### config.mk
export PLATFORM = sky130hd
export DESIGN_NAME = incline_led_mon
export DESIGN_NICKNAME = d
export VERILOG_FILES = /design/src/rtl/incline_led_mon.sv
export SDC_FILE = /design/constraint.sdc
export NUM_CORES = 1
export LEC_CHECK = 0
export CORE_UTILIZATION = 55
export DETAILED_ROUTE_END_ITERATION = 10
export HOLD_SLACK_MARGIN = 0.1
export PLACE_DENSITY = 0.85
export SLEW_MARGIN = 20
export SYNTH_ARGS = -nofsm -noshare
export SYNTH_HDL_FRONTEND = slang
export SYNTH_SLANG_ARGS = --single-unit
### constraint.sdc
create_clock -name clk -period 4.2 [get_ports clk]
set_clock_uncertainty 0.15 [all_clocks]
set_input_delay 1.05 -clock clk [delete_from_list [all_inputs] [get_ports clk]]
set_output_delay 1.05 -clock clk [all_outputs]
set_load 0.01 [all_outputs]
### src/rtl/incline_led_mon.sv
// incline_led_mon: moving-average incline display with saturated LED window and stale-stream blink.
// Optional INCL_LED_HYST_EN adds display hysteresis of HYST LSBs on normal LED updates.
module incline_led_mon #(
    parameter int DATA_W    = 13,
    parameter int LED_W     = 8,
    parameter int AVG_LOG2  = 2,
    parameter int TIMEOUT   = 50_000_000,
    parameter int BLINK_DIV = 12_500_000,
    parameter int HYST      = 2
) (
    input  logic                     clk,
    input  logic                     rst,
    input  logic                     vld,
    input  logic signed [DATA_W-1:0] incline,
    input  logic [1:0]               shift_sel,
    output logic signed [DATA_W-1:0] avg,
    output logic                     avg_vld,
    output logic                     stale,
    output logic [LED_W-1:0]         LED
);
    localparam int D  = 1 << AVG_LOG2;
    localparam int SW = DATA_W + AVG_LOG2;
    localparam int PW = AVG_LOG2 > 0 ? AVG_LOG2 : 1;
    localparam int FW = AVG_LOG2 + 1;
    localparam int TW = $clog2(TIMEOUT + 1);
    localparam int BW = $clog2(BLINK_DIV + 1);
    localparam int LMAX = 2 ** (LED_W - 1) - 1;
    localparam int LMIN = -(2 ** (LED_W - 1));

    logic signed [DATA_W-1:0] ring [D];
    logic [PW-1:0]            wptr;
    logic [FW-1:0]            fill, fill_next;
    logic signed [SW-1:0]     sum, sum_next;
    logic [TW-1:0]            tcnt, tcnt_next;
    logic                     stale_next;
    logic [BW-1:0]            bcnt;
    logic signed [DATA_W-1:0] sh;
    logic [LED_W-1:0]         led_new;
    logic                     led_upd;
`ifdef INCL_LED_HYST_EN
    logic signed [DATA_W-1:0] hyst_ref;
    logic                     first;
    int                       dif;
`endif

    always_comb begin
        sum_next   = sum + SW'(incline) - SW'(ring[wptr]);
        fill_next  = (fill == FW'(D)) ? fill : fill + FW'(1);
        tcnt_next  = vld ? '0 : (tcnt == TW'(TIMEOUT)) ? tcnt : tcnt + TW'(1);
        stale_next = tcnt_next == TW'(TIMEOUT);
        sh         = avg >>> shift_sel;
        led_new    = int'(sh) > LMAX ? {1'b0, {(LED_W-1){1'b1}}} :
                     int'(sh) < LMIN ? {1'b1, {(LED_W-1){1'b0}}} : LED_W'(sh);
`ifdef INCL_LED_HYST_EN
        dif        = int'(avg) - int'(hyst_ref);
        led_upd    = avg_vld && (first || dif > HYST || dif < -HYST);
`else
        led_upd    = avg_vld;
`endif
    end

    always_ff @(posedge clk) begin
        if (rst) begin
            for (int i = 0; i < D; i++) ring[i] <= '0;
            wptr     <= '0;
            fill     <= '0;
            sum      <= '0;
            avg      <= '0;
            avg_vld  <= 1'b0;
            stale    <= 1'b0;
            LED      <= '0;
            tcnt     <= '0;
            bcnt     <= '0;
`ifdef INCL_LED_HYST_EN
            hyst_ref <= '0;
            first    <= 1'b1;
`endif
        end else begin
            avg_vld <= 1'b0;
            if (vld) begin
                ring[wptr] <= incline;
                wptr       <= (wptr == PW'(D - 1)) ? '0 : wptr + PW'(1);
                fill       <= fill_next;
                sum        <= sum_next;
                avg        <= DATA_W'(sum_next >>> AVG_LOG2);
                avg_vld    <= fill_next == FW'(D);
            end
            tcnt  <= tcnt_next;
            stale <= stale_next;
            // Blink starts at all-ones on entry; on exit the last blink value holds until the next average.
            if (stale_next) begin
                if (!stale) begin
                    LED  <= '1;
                    bcnt <= '0;
                end else if (bcnt == BW'(BLINK_DIV - 1)) begin
                    LED  <= ~LED;
                    bcnt <= '0;
                end else begin
                    bcnt <= bcnt + BW'(1);
                end
            end else if (!stale && led_upd) begin
                LED <= led_new;
`ifdef INCL_LED_HYST_EN
                hyst_ref <= avg;
                first    <= 1'b0;
`endif
            end
`ifdef INCL_LED_HYST_EN
            if (stale && !stale_next) first <= 1'b1;
`endif
        end
    end
endmodule
==> flow_metrics.py <==
metrics = {
    "status": {
        "status": "complete, no violations",
    },
    "clock_tree": {
        "cts-htree-levels": 4,
        "clock_sink_count": 134,
        "cts_setup_buffers": 0,
        "cts.root.buffer_cell": "clkbuf_16",
        "clkSlewWorstSetupHoldPaths_ps": 60,
        "cts_buffers": 17,
        "cts_tree": "yes",
        "clock_latency_ps": 420,
        "max-clock-path-buffers": 2,
    },
    "timing": {
        "finalSetupTns_ps": 0,
        "period_share_pct": 96.6,
        "finalHoldViolCount": 0,
        "rsz0062_at_grt": "false",
        "setup_viol": 0,
        "relSlewSlack_pct": 51.3,
        "tightest_slew_ps": 729,
        "max_freq_mhz": 246,
        "period_minus_slack_ps": 4060,
        "finalMaxSlewViolations": 0,
    },
    "worst_setup_path": {
        "crit_path_start_kind": "input port",
        "critPathArrivalTime_ps": 4210,
        "endpoint_kind": "flop",
        "criticalPathCategory": "in -> reg",
        "reg2reg_depth": 15,
        "cp_max_fo": 3,
        "worstPathRequired_ps": 4350,
    },
    "logic_synthesis": {
        "seq_area_frac_synth_pct": 42.2,
        "ys_warn_count": 0,
        "synth-seq-cells": 134,
        "synth_edf_count": 52,
        "yosys_most_used_dff": "dfxtp_1",
        "synthCells": 776,
        "synth_cell_types": 58,
        "synthesis.nets": 830,
        "mappedNetlistArea_mm2": 0.00759,
        "ys_async_sr_fraction_pct": 0,
        "avgSynthCellArea_um2": 9.79,
    },
    "place": {
        "dp_hpwl_mm": 11.8,
        "place.gp.congestion": 0.871,
        "io_buffers": 40,
    },
    "floorplan": {
        "die_area_mm2": 0.0143,
        "ios": 41,
        "initial_core_util_pct": 56.9,
        "die_w_um": 120,
        "rows": 42,
        "fp.dieH_um": 120,
        "coreArea_mm2": 0.0133,
    },
    "layout": {
        "final_cell_mix": "91 x nor2_1, 82 x dfxtp_1, 67 x inv_1",
        "diodes": 0,
        "final_nets": 874,
        "drive_gt1_share_pct": 12.2,
        "final_common_cell": "nor2_1",
        "synthToLayoutAreaGrowth_pct": 16.3,
        "fill_cells": 1017,
    },
    "power": {
        "power.leakage_nw": 3.36,
        "power_density_mw_per_mm2": 551,
        "ir_drop_mv": 0.325,
        "finalPower_mw": 4.87,
    },
    "detailed_routing": {
        "drc": 0,
        "wirelength_mm": 17.3,
        "drtAntennaViolNets": 0,
        "via_per_inst": 5.84,
        "drtPass1Iterations": 5,
        "first_iter_violations": 495,
        "wl_per_cell_um": 17.1,
        "num_vias": 5890,
    },
    "global_routing": {
        "gr-total-overflow": 0,
        "grt_max_degree": 35,
        "grt_usage_pct": 25.4,
        "grt_pass1_wl_mm": 28.1,
        "first_global_vias": 5685,
        "antenna_found_initial": 0,
    },
    "min_path": {
        "min_path_cells": 1,
        "hold_path_class": "reg -> reg",
    },
    "flow_run": {
        "drv_cap": 0,
    },
}
[final cells by class]
type / instances / area (µm²) / share of cell area (%)
inverter: 67 / 251 / 2.85
clock inverter: 14 / 154 / 1.74
sequential: 134 / 3200 / 36.3
timing repair buffer: 75 / 676 / 7.65
clock buffer: 18 / 429 / 4.86
multi-input combinational: 525 / 3900 / 44.1
tap: 176 / 220 / 2.49
[Yosys cell counts (all sizes together) (2+ instances only)]
cell     count  area (µm²)
nor3        15        75.1
fa          14         280
or3         12        75.1
or2          7        43.8
ha          22         275
a311o        2        20.0
a211oi      10        75.1
nor2b        5        31.3
a2111oi      7         100
nand3       25         125
edfxtp      52        1560
o22ai        6        37.5
nor3b        3        22.5
nand4       16         106
nand3b       2        15.0
and2        34         213
nand2b       7        43.8
dfxtp       82        1640
a31oi        7        43.8
or4          4        30.0
nor2        91         342
o211ai       3        22.5
buf         23         148
a21o         4        30.0
nor4b        2        17.5
xnor2       27         236
o21a         7        52.6
xor2        33         289
and4         4        35.0
inv         67         251
mux2i       15         150
nor4bb       2        20.0
clkbuf      27         101
nor4        19         140
nand2       37         139
a21oi       27         135
and3        11        68.8
a211o        2        17.5
nand4b       2        17.5
mux4        18         405
o21ai       12        60.1
[stage by stage]
| step | hold WS [ps] | cell area (µm²) | utilization [%] | std cells | setup WS [ps] |
|---|---|---|---|---|---|
| floorplan | 304 | 7590 | - | 776 | 221 |
| global placement | 318 | 8240 | 61.7 | 977 | -188 |
| CTS | 337 | 8820 | 66.1 | 1009 | 156 |
| detailed placement | 328 | 8240 | 61.7 | 977 | -245 |
| global route | 354 | 8830 | 66.2 | 1009 | 30.3 |
| finish | 334 | 8830 | 66.2 | 1009 | 141 |
[sequential cells by signal, summed over array words and instances (netlist names), named ones only]
| register | cells |
|---|---|
| bcnt | 24 |
| fill | 3 |
| tcnt | 26 |
| avg_vld | 1 |
| avg | 13 |
| LED | 8 |
| stale | 1 |
| sum | 2 |
| wptr | 2 |
| ring | 52 |
[path summary, 6_finish.rpt]
check	from	to	slack (ps)
setup reg to reg	flop	avg[12]$_SDFFE_PP0P_	280
hold / removal	LED[4]$_SDFFE_PP0P_	LED[4]$_SDFFE_PP0P_	330
setup / recovery	incline[1]	avg[12]$_SDFFE_PP0P_	140
hold reg to reg	LED[4]$_SDFFE_PP0P_	LED[4]$_SDFFE_PP0P_	330
[where the power goes]
part | leakage (nW) | switching (mW) | internal, mW
Combinational | 1.88 | 0.915 | 0.900
Clock | 0.278 | 0.594 | 0.878
Sequential | 1.20 | 0.123 | 1.46
Total | 3.36 | 1.63 | 3.24
[cells by family (layout without fill, tap and decap cells)]
group	count (synthesis)	in the layout	share of synthesized area [%]
adders and majority gates	36	36	7.32
DFF	134	134	42.2
AOI/OAI and AO/OA	96	96	8.85
buffers and inverters	117	174	6.59
muxes	34	34	7.46
and+or+nand+nor	299	299	20.7
xor gates and xnor gates	60	60	6.92
[per-layer routing]
metal | track usage [%] | vias up | wire, µm
met5 | 0 | - | 0
met2 | 41.9 | 221 | 8470
met3 | 6.27 | 34 | 1020
met1 | 31.6 | 2848 | 7400
li1 | - | 2787 | -
met4 | 11.1 | 0 | 390
[repair_timing]
item,in CTS,in global routing
hold buffers,0,0
endpoints found under the setup margin,0,2
gates resized for setup,0,1
[worst max-delay path, cell delays in order]
cell and delay [ps]:
clkdlybuf4s50_1 510, inv_1 90, fa_1 530, inv_1 70, fa_1 460, a211o_1 320, o211ai_1 140, a211o_1 210
a31oi_1 110, a31oi_1 250, xnor2_1 160, nand2_1 100, xor2_1 160, nor2_1 50
Power figures use the tool's default switching activity.
